**src/rtl/alu_seq.sv**
```systemverilog
// Multi-cycle unsigned ALU with valid/ready handshakes on both sides.
// Single-cycle ops finish on accept; MUL and DIV iterate one bit per cycle.
`timescale 1ns/1ps
module alu_seq #(
    parameter int WIDTH = 8
) (
    input  logic                 clk,
    input  logic                 rst_n,
    input  logic                 in_valid,
    output logic                 in_ready,
    input  logic [WIDTH-1:0]     A,
    input  logic [WIDTH-1:0]     B,
    input  logic [2:0]           opcode,
    output logic                 out_valid,
    input  logic                 out_ready,
    output logic [2*WIDTH-1:0]   result,
    output logic                 carry_out
);
    localparam int CW = $clog2(WIDTH + 1);

    localparam logic [2:0] OP_ADD  = 3'b000;
    localparam logic [2:0] OP_SUB  = 3'b001;
    localparam logic [2:0] OP_MUL  = 3'b010;
    localparam logic [2:0] OP_DIV  = 3'b011;
    localparam logic [2:0] OP_NAND = 3'b100;
    localparam logic [2:0] OP_NOT  = 3'b101;
    localparam logic [2:0] OP_CMP  = 3'b110;
    localparam logic [2:0] OP_AVG  = 3'b111;

    typedef enum logic [1:0] {S_IDLE, S_BUSY, S_DONE} state_t;

    state_t               r_state;
    state_t               w_state_nxt;
    logic [CW-1:0]        r_cnt;
    logic [WIDTH-1:0]     r_hi;
    logic [WIDTH-1:0]     r_lo;
    logic [WIDTH-1:0]     r_b;
    logic                 r_is_div;
    logic [2*WIDTH-1:0]   r_result;
    logic                 r_carry;

    logic                 w_accept;
    logic                 w_xfer;
    logic                 w_multi;
    logic                 w_last;
    logic [WIDTH:0]       w_sum;
    logic [WIDTH:0]       w_diff;
    logic [2*WIDTH-1:0]   w_sc_res;
    logic                 w_sc_carry;
    logic [WIDTH:0]       w_mul_sum;
    logic [WIDTH:0]       w_div_shift;
    logic [WIDTH:0]       w_div_diff;
    logic [WIDTH-1:0]     w_hi_nxt;
    logic [WIDTH-1:0]     w_lo_nxt;

    assign in_ready  = (r_state == S_IDLE);
    assign out_valid = (r_state == S_DONE);
    assign result    = r_result;
    assign carry_out = r_carry;

    assign w_accept = in_valid && in_ready;
    assign w_xfer   = out_valid && out_ready;
    assign w_multi  = (opcode == OP_MUL) || ((opcode == OP_DIV) && (B != '0));
    assign w_last   = (r_cnt == CW'(1));

    assign w_sum  = {1'b0, A} + {1'b0, B};
    assign w_diff = {1'b0, A} - {1'b0, B};

    always_comb begin
        w_sc_res   = '0;
        w_sc_carry = 1'b0;
        case (opcode)
            OP_ADD: begin
                w_sc_res[WIDTH-1:0] = w_sum[WIDTH-1:0];
                w_sc_carry          = w_sum[WIDTH];
            end
            OP_SUB: begin
                w_sc_res[WIDTH-1:0] = w_diff[WIDTH-1:0];
                w_sc_carry          = w_diff[WIDTH];
            end
            OP_DIV: begin
                // only reached with B==0: flag divide-by-zero
                w_sc_res   = {A, {WIDTH{1'b1}}};
                w_sc_carry = 1'b1;
            end
            OP_NAND: w_sc_res[WIDTH-1:0] = ~(A & B);
            OP_NOT:  w_sc_res[WIDTH-1:0] = ~A;
            OP_CMP:  w_sc_res[0]         = (A > B);
            OP_AVG:  w_sc_res[WIDTH-1:0] = w_sum[WIDTH:1];
            default: w_sc_res            = '0;
        endcase
    end

    // Shift-add multiply: {r_hi,r_lo} holds partial product and remaining multiplier.
    // Restoring divide: r_hi is the remainder, r_lo shifts dividend out and quotient in.
    assign w_mul_sum   = {1'b0, r_hi} + (r_lo[0] ? {1'b0, r_b} : '0);
    assign w_div_shift = {r_hi, r_lo[WIDTH-1]};
    assign w_div_diff  = w_div_shift - {1'b0, r_b};

    always_comb begin
        w_hi_nxt = r_hi;
        w_lo_nxt = r_lo;
        if (r_is_div) begin
            if (!w_div_diff[WIDTH]) begin
                w_hi_nxt = w_div_diff[WIDTH-1:0];
                w_lo_nxt = {r_lo[WIDTH-2:0], 1'b1};
            end else begin
                w_hi_nxt = w_div_shift[WIDTH-1:0];
                w_lo_nxt = {r_lo[WIDTH-2:0], 1'b0};
            end
        end else begin
            w_hi_nxt = w_mul_sum[WIDTH:1];
            w_lo_nxt = {w_mul_sum[0], r_lo[WIDTH-1:1]};
        end
    end

    always_comb begin
        w_state_nxt = r_state;
        case (r_state)
            S_IDLE:  if (w_accept) w_state_nxt = w_multi ? S_BUSY : S_DONE;
            S_BUSY:  if (w_last)   w_state_nxt = S_DONE;
            S_DONE:  if (w_xfer)   w_state_nxt = S_IDLE;
            default: w_state_nxt = S_IDLE;
        endcase
    end

    always_ff @(posedge clk) begin
        if (!rst_n) r_state <= S_IDLE;
        else        r_state <= w_state_nxt;
    end

    always_ff @(posedge clk) begin
        if (!rst_n) begin
            r_cnt    <= '0;
            r_hi     <= '0;
            r_lo     <= '0;
            r_b      <= '0;
            r_is_div <= 1'b0;
            r_result <= '0;
            r_carry  <= 1'b0;
        end else if (w_accept) begin
            if (w_multi) begin
                r_hi     <= '0;
                r_lo     <= A;
                r_b      <= B;
                r_is_div <= (opcode == OP_DIV);
                r_cnt    <= CW'(WIDTH);
            end else begin
                r_result <= w_sc_res;
                r_carry  <= w_sc_carry;
            end
        end else if (r_state == S_BUSY) begin
            r_hi  <= w_hi_nxt;
            r_lo  <= w_lo_nxt;
            r_cnt <= r_cnt - CW'(1);
            if (w_last) begin
                r_result <= {w_hi_nxt, w_lo_nxt};
                r_carry  <= 1'b0;
            end
        end
    end
endmodule
```
**config.mk**
```make
export PLATFORM = sky130hd
export DESIGN_NAME = alu_seq
export DESIGN_NICKNAME = d
export VERILOG_FILES = /design/src/rtl/alu_seq.sv
export SDC_FILE = /design/constraint.sdc
export NUM_CORES = 1
export LEC_CHECK = 0
export CORE_UTILIZATION = 35
export CTS_CLUSTER_SIZE = 40
export DETAILED_ROUTE_END_ITERATION = 12
export GPL_TIMING_DRIVEN = 0
export PLACE_DENSITY_LB_ADDON = 0.08
export SYNTH_ARGS = -nofsm -noshare
export SYNTH_HDL_FRONTEND = slang
export SYNTH_SLANG_ARGS = --single-unit
export TNS_END_PERCENT = 20
```
**constraint.sdc**
```tcl
create_clock -name clk -period 4.8 [get_ports clk]
set_input_delay 0.72 -clock clk [delete_from_list [all_inputs] [get_ports clk]]
set_output_delay 0.72 -clock clk [all_outputs]
set_load 0.02 [all_outputs]
```
== Word-level counts from Yosys, hierarchy flattened ==
Cells that the tools add are included.
Widths: inputs -> output; s select.

* Flip-flop bits (word level): 48
* Input port bits: 23

* $add $sub $neg: 5
* Magnitude comparators: 1
* Equality and inequality tests: 15
* Muxes and demuxes: 31
* Bitwise logic cells: 3
* Reductions and logical operators: 13

{| class="wikitable"
|+ Operators with widths
! operator !! count
|-
| $mux 8 || 11
|-
| $mux 16 || 4
|-
| $pmux 7 s6 || 1
|-
| $add 8x8->9 || 2
|-
| $not 8->8 || 2
|-
| $eq 3x3->1 const B || 4
|-
| $mux 4 || 3
|-
| $sub 8x8->9 || 1
|-
| $sub 9x8->9 || 1
|-
| $and 8x8->8 || 1
|-
| $gt 8x8->1 || 1
|-
| $mux 2 || 4
|-
| $reduce_bool 8->1 || 1
|-
| $pmux 1 s7 || 1
|-
| $eq 3x2->1 const B || 2
|-
| $ne 2x1->1 const B || 3
|-
| $pmux 2 s3 || 1
|-
| $reduce_and 3->1 || 2
|-
| $mux 1 || 5
|-
| $eq 4x1->1 const B || 1
|-
| $ne 2x2->1 const B || 2
|-
| $reduce_and 2->1 || 2
|-
| $reduce_bool 2->1 || 2
|-
| $sub 4x1->4 const B || 1
|-
| 8 further kinds || 10
|}

== Longest topological paths before layout ==
Gate-level depths: netlist of the first run.

* Depth after elaboration: 6
* Mapped depth: 10

== Worst setup path after synthesis of the first run ==
OpenSTA, ideal clock, no wires.

* Kind: input port to flip-flop
* Start point: input port B[5]
* End point: register r_result[6] (netlist: result[6])
* Library setup time: 0.069 ns
* Arrival time: 2.523 ns
* Data required time: 4.731 ns
* Path slack: 2.209 ns
* Stages: 9
* Buffers on the path: 1
* Cells stage by stage: inv_1 ha_1 clkbuf_1 nor3b_1 or3_1 or3_1 a31o_2 o211a_1 o21ai_1

* Cells in the longest elaborated chain, start to end: 5
* Elaborated cells on any way between the ends: 10

{| class="wikitable"
|+ RTL lines
! what !! line !! RTL
|-
| from (decl) || 12 || <nowiki>input logic [WIDTH-1:0] B,</nowiki>
|-
| parallel branches: the longest is 5 deep, another holds $add 8x8->9 || - ||
|-
| to (signal assigned) || 149 || <nowiki>r_result <= w_sc_res;</nowiki>
|-
| to (signal assigned) || 157 || <nowiki>r_result <= {w_hi_nxt, w_lo_nxt};</nowiki>
|-
| to (decl) || 39 || <nowiki>logic [2*WIDTH-1:0] r_result;</nowiki>
|}

Parallel ways; which one is timed is not known. The select of a mux whose other input is x is not followed.
A chain may end at the register's enable or synchronous reset.

== Worst setup path in the final report of the first run ==
* Start point: input port B[7]
* End point: register r_result[1] (netlist: result[1])

* Cells in the longest elaborated chain, start to end: 5

{| class="wikitable"
|+ RTL lines
! what !! line !! RTL
|-
| $reduce_bool 8->1 || 63 || <nowiki>assign w_multi = (opcode == OP_MUL) || ((opcode == OP_DIV) && (B != '0));</nowiki>
|-
| $logic_and 1x1->1 || 63 ||
|-
| $logic_or 1x1->1 || 63 ||
|-
| $ne 2x2->1 (no line) || - ||
|-
| $reduce_and 3->1 (no line) || - ||
|}

Every way passes these cells.

==> results of run 1 <==
==> registers in the layout (all words and copies together) (netlist names) <==
signal / count
result: 16
r_b: 8
r_hi: 8
r_lo: 8
r_cnt: 4
r_state: 2
carry_out: 1
r_is_div: 1
==> worst max path at each step <==
stage / start / end / slack [ns] / depth (start not counted)
6_report: B[7] / result[1] / 1.23 / 7
5_1_grt: B[7] / result[1] / 1.0 / 7
4_1_cts: B[7] / result[1] / 1.15 / 7
3_5_place_dp: B[7] / result[1] / 0.90 / 7
3_3_place_gp: B[7] / result[1] / 0.84 / 7
2_1_floorplan: B[5] / result[6] / 2.21 / 9
==> layer usage <==
layer,part of all wire [%],GRT usage [%],wire (um),vias up
met2,47,41.3,7350,132
met3,4.3,3.09,672,23
met4,2.3,7.18,365,0
li1,-,-,-,2310
met5,0,0,0,-
met1,47,32.0,7330,2248
==> layout by cell type, fill, tap and decap left out, types with 4 or more instances in the layout <==
cell type / Yosys / final
a21oi_1: 62 / 62
o21ai_0: 50 / 50
dfxtp_1: 48 / 48
nor2_1: 44 / 44
nand2_1: 44 / 44
clkdlybuf4s50_1: 0 / 40
inv_1: 37 / 37
ha_1: 34 / 34
clkbuf_1: 26 / 26
nor3_1: 23 / 23
mux2i_1: 12 / 12
a211oi_1: 12 / 12
nand3_1: 12 / 12
xnor2_1: 11 / 11
a31oi_1: 11 / 11
and2_1: 10 / 10
nor2b_1: 9 / 9
and3_1: 8 / 8
nor3b_1: 8 / 8
o211ai_1: 8 / 8
o31ai_1: 8 / 8
or3_1: 7 / 7
o21a_1: 7 / 7
nand2b_1: 6 / 6
a21o_1: 6 / 6
nand4_1: 6 / 6
buf_2: 5 / 5
clkbuf_16: 0 / 5
nor4_1: 4 / 4
buf_4: 4 / 4
o21ai_1: 4 / 4
o311ai_0: 4 / 4
fa_1: 4 / 4
==> worst register-to-register path, stage by stage (launching register included) <==
cell and delay (ns):
dfxtp_1 0.34, inv_1 0.10, ha_1 0.23, inv_1 0.07, fa_1 0.43, a211o_1 0.39, a31o_4 0.29, a211oi_4 0.52
mux2i_1 0.30, o21ai_1 0.12, a21oi_1 0.19
==> through the flow <==
step           util [%]  total power, mW  hold WS [ns]
2_1_floorplan         -            0.739         0.440
3_3_place_gp       40.9            0.897         0.453
3_5_place_dp       40.9            0.899         0.448
4_1_cts            42.1             1.26         0.461
5_1_grt            42.1             1.32         0.478
6_report           42.1             1.26         0.457
==> final cells by class <==
type | count | area, um^2
Buffer | 37 | 168
Clock buffer | 5 | 125
Clock inverter | 3 | 21.3
Fill cell | 1383 | 7310
Inverter | 38 | 143
Multi-Input combinational cell | 481 | 3280
Sequential cell | 48 | 961
Tap cell | 172 | 215
Timing Repair Buffer | 40 | 400
==> kinds of logic (layout without fill, tap and decap cells) <==
group           Yosys count  after routing  synth area share (%)
simple gates            197            197                  22.3
compound gates          216            216                  31.9
buf+inv                  75            123                  6.82
flops                    48             48                  21.1
fa+ha+maj                38             38                  11.1
mux                      16             16                  4.05
xor+xnor                 14             14                  2.70
==> where the power goes <==
part           internal, mW  switching, mW  leakage, nW
clock                 0.195          0.169       0.0702
sequential            0.423         0.0217        0.391
combinational         0.177          0.273         1.50
total                 0.794          0.464         1.96
==> results.toml, run 1 <==
[run_status]
status = "complete, no violations"

[placed_design]
pre_cts_ws_ns = 0.900
dpl_cell_area_um2 = 5160
gp_congestion = 0.901
dp_cells = 816
hpwl_um = 12600
numPortBuffers = 40

[route]
dr.pass1.iters = 5
via_count = 4713
wl_um = 15700
drc = 0
wl_per_cell_um = 19.1
viasPerCell = 5.72
drt-initial-drc-count = 277
antenna_left = 0

[floorplan]
dieWidth_um = 116
die_h_um = 116
fp-row-count = 41
num_io_pins = 42
die_area_um2 = 13500
core_area_um2 = 12600
start_util_pct = 36.0

[clocking]
clk_path_buf_depth = 2
clock_latency_ns = 0.29
ctsResizeCount = 0
cts.clk_slew.worst_paths_ns = 0.07
post_cts_buffers = 0
cts-root-buf = "clkbuf_16"
cts_sinks = 48
cts_hold_buffers = 0
cts_tree = "yes"
cts_buffers = 5
cts_max_level = 2

[grt]
grt_max_degree = 17
grt_pass1_wl_um = 24800
overflow = 0
grt_pass1_vias = 4487
grt.total_usage_pct = 24.3
antenna_found_initial = 0

[timing]
final_hold_viol_count = 0
period_minus_slack_ns = 3.57
fin_crit_sh_pct = 74.3
fin_tns_setup_ns = 0
clock.fmax_mhz = 280
grt_setup_unrepaired = "false"
fin_skew_ns = 0.00476
finalMaxSlewViolations = 0
worst_pin_slew_ns = 0.984
worst_slack_ns = 1.23
setup_viol = 0
maxSlewHeadroom_pct = 33.9

[final_layout]
drive_gt1_share_pct = 6.90
instances_no_fill = 824
antennaDiodeCount = 0
design_area_um2 = 5310
syn_to_final_growth_pct = 16.8
nets = 712

[logic_synthesis]
synth_cells = 604
synth_top_area_share_pct = 21.1
ys_seq_elements = 48
yosys-top-cells-area = "dfxtp_1 21%, ha_1 9.4%, a21oi_1 6.8%"
synth_cell_types = 78
synth_ff_type = "dfxtp_1"
synth-warning-count = 0
synth.avg_cell_area_um2 = 7.53
synth_edf_count = 0
synth.most_common_cell = "a21oi_1"
synth-seq-area-share_pct = 21.1
synthTopCellsByCount = "62 x a21oi_1, 50 x o21ai_0, 48 x dfxtp_1"
async_flop_share_pct = 0
syn_area_um2 = 4550
synth_top_cell_by_area = "dfxtp_1"
synth_nets = 665

[setup_path]
path_delay_family = "simple AND/OR/NAND/NOR gates"
required_ns = 5.03
r2r_start = "r_lo[7]"
crit_chain = "clkdlybuf4s50_1 -> nor4_1 -> a2111oi_4 -> nor4_2 -> clkbuf_1 -> o311ai_0 -> a21oi_1"
crit_fanout = 10
cp-end-kind = "flip-flop"
path_class = "primary input to flip-flop"
crit_arrival_ns = 3.79
critPathMaxStageDelay_ns = 0.72
reg2regPathDepth = 10
timing.rr.end = "result[10]"
rrSetupSlack_ns = 1.76
cp.buffers_inverters = 2
slowest_stage = "nor4_1"
critPathLaunchType = "primary input"

[power_and_ir_drop]
peakVddDrop_mv = 0.154
power_leakage_nw = 1.96
power_density_nw_per_um2 = 237

[hold_path]
min_path_cells = 2
hold_end = "result[1]"
hold_path.class = "flip-flop to flip-flop"
hp-start = "result[1]"

[flow_run]
maxCapViolations = 0
Note: power is estimated with default switching activity, not from simulation.
==> run 2: changes to the inputs <==
Clock period 4.8 ns to 3.7 ns, I/O delays scaled along.
==> results of run 2 <==
Same layout as run 1 (identical final DEF). Status: complete, no violations.
Main changes from that run: setup slack after placement 0.900 ns -> -0.0348 ns; setup slack after layout 1.23 ns -> 0.297 ns; register-to-register setup slack 1.76 ns -> 0.66 ns; total power 1.26 mW -> 1.63 mW; worst IR drop on VDD 0.154 mV -> 0.200 mV
==> run 3: changes to the inputs <==
Settings changed: ABC_CLOCK_PERIOD_IN_PS from default to 3700, CORE_MARGIN from default to 2.
==> results.toml, run 3 (same netlist as run 1, synthesis figures left out) <==
[setup_path]
cp-end-kind = "flip-flop"
crit_arrival_ns = 3.66
required_ns = 3.93
critPathMaxStageDelay_ns = 0.61
path_class = "primary input to flip-flop"
crit_fanout = 10
slowest_stage = "nor4_1"
path_delay_family = "simple AND/OR/NAND/NOR gates"
critPathLaunchType = "primary input"
cp.buffers_inverters = 2
crit_chain = "clkdlybuf4s50_1 -> nor4_1 -> a2111oi_4 -> nor4_2 -> clkbuf_1 -> o311ai_0 -> a21oi_1"

[route]
dr.pass1.iters = 5
wl_um = 16400
drt-initial-drc-count = 339
via_count = 4765
viasPerCell = 5.78
antenna_left = 0
wl_per_cell_um = 19.9
drc = 0

[floorplan]
dieWidth_um = 118
num_io_pins = 42
die_area_um2 = 13900
fp-row-count = 41
start_util_pct = 35.9
die_h_um = 118
core_area_um2 = 12700

[timing]
grt_setup_unrepaired = "false"
final_hold_viol_count = 0
finalMaxSlewViolations = 0
setup_viol = 0
fin_skew_ns = 0.00886
fin_crit_sh_pct = 92.8
clock.fmax_mhz = 291
maxSlewHeadroom_pct = 20.8
worst_pin_slew_ns = 1.18
period_minus_slack_ns = 3.43
fin_tns_setup_ns = 0

[final_layout]
multiInputGateArea_um2 = 3280
final_cell_mix = "62 x a21oi_1, 50 x o21ai_0, 48 x dfxtp_1, 44 x nor2_1, 44 x nand2_1"
syn_to_final_growth_pct = 16.8
nFillCells = 1356
nets = 712
drive_gt1_share_pct = 6.90
fin_util_pct = 41.9
layout_commonest_cell = "a21oi_1"
antennaDiodeCount = 0
largest_register_ffs = 16
regArea_um2 = 961
design_area_um2 = 5310
instances_no_fill = 824

[placed_design]
dpl_cell_area_um2 = 5160
hpwl_um = 12800
dp_cells = 816
gp_congestion = 0.921
numPortBuffers = 40

[clocking]
clock_latency_ns = 0.30
cts_buffers = 5
cts.clk_slew.worst_paths_ns = 0.07
cts_max_level = 2
clk_path_buf_depth = 2
cts_tree = "yes"
ctsResizeCount = 0
post_cts_buffers = 0
cts_sinks = 48
cts_hold_buffers = 0
cts-root-buf = "clkbuf_16"

[grt]
antenna_found_initial = 0
grt_pass1_wl_um = 26000
grt_pass1_vias = 4731
grt_max_degree = 17
grt.total_usage_pct = 23.7
overflow = 0

[run_status]
status = "complete, no violations"

[power_and_ir_drop]
power_leakage_nw = 1.96
power_density_nw_per_um2 = 310
peakVddDrop_mv = 0.188

[hold_path]
hold_path.class = "flip-flop to flip-flop"

[flow_run]
maxCapViolations = 0
## run 3: final cells by class
cell class,count,share of cell area [%]
flip-flops and latches,48,18.1
plain buffers,37,3.16
well taps,172,4.05
inverters,38,2.69
clock inverters,3,0.401
clock buffers,5,2.36
multi-input cells,481,61.7
repair buffers,40,7.54
## run 3: stage by stage
stage	total power [mW]	setup WS [ns]	hold WS, ns
floorplan	0.959	1.16	0.440
finish	1.64	0.267	0.460
global placement	1.16	-0.0449	0.441
global route	1.73	0.224	0.478
CTS	1.64	0.311	0.461
detailed placement	1.16	0.00790	0.450
## run 3: worst paths after layout
check | start | depth (start not counted) | end | slack, ns
max | B[4] | 7 | result[1] | 0.27
min | result[2] | 2 | result[2] | 0.46
max reg2reg | r_lo[7] | 10 | result[13] | 0.71
min reg2reg | result[2] | 2 | result[2] | 0.46
## run 3: per-layer routing
| layer | track usage (%) | up-vias | wire length (um) |
|---|---|---|---|
| met1 | 31.7 | 2293 | 7630 |
| met4 | 7.53 | 0 | 402 |
| met3 | 2.71 | 32 | 610 |
| met5 | 0 | - | 0 |
| li1 | - | 2313 | - |
| met2 | 39.6 | 127 | 7740 |
## run 3: worst reg2reg max path: stages (launching register included)
cell and delay (ns):
dfxtp_1 0.34, inv_1 0.12, ha_1 0.21, inv_1 0.07, fa_1 0.45, a211o_1 0.38
a31o_4 0.28, a211oi_4 0.48, o311ai_1 0.18, o211ai_1 0.22, o22ai_1 0.14
## run 3: report_power, final
| group | leakage (nW) | switching (mW) | internal [mW] | total (mW) |
|---|---|---|---|---|
| Combinational | 1.50 | 0.355 | 0.229 | 0.584 |
| Sequential | 0.391 | 0.0278 | 0.549 | 0.576 |
| Clock | 0.0702 | 0.231 | 0.253 | 0.484 |
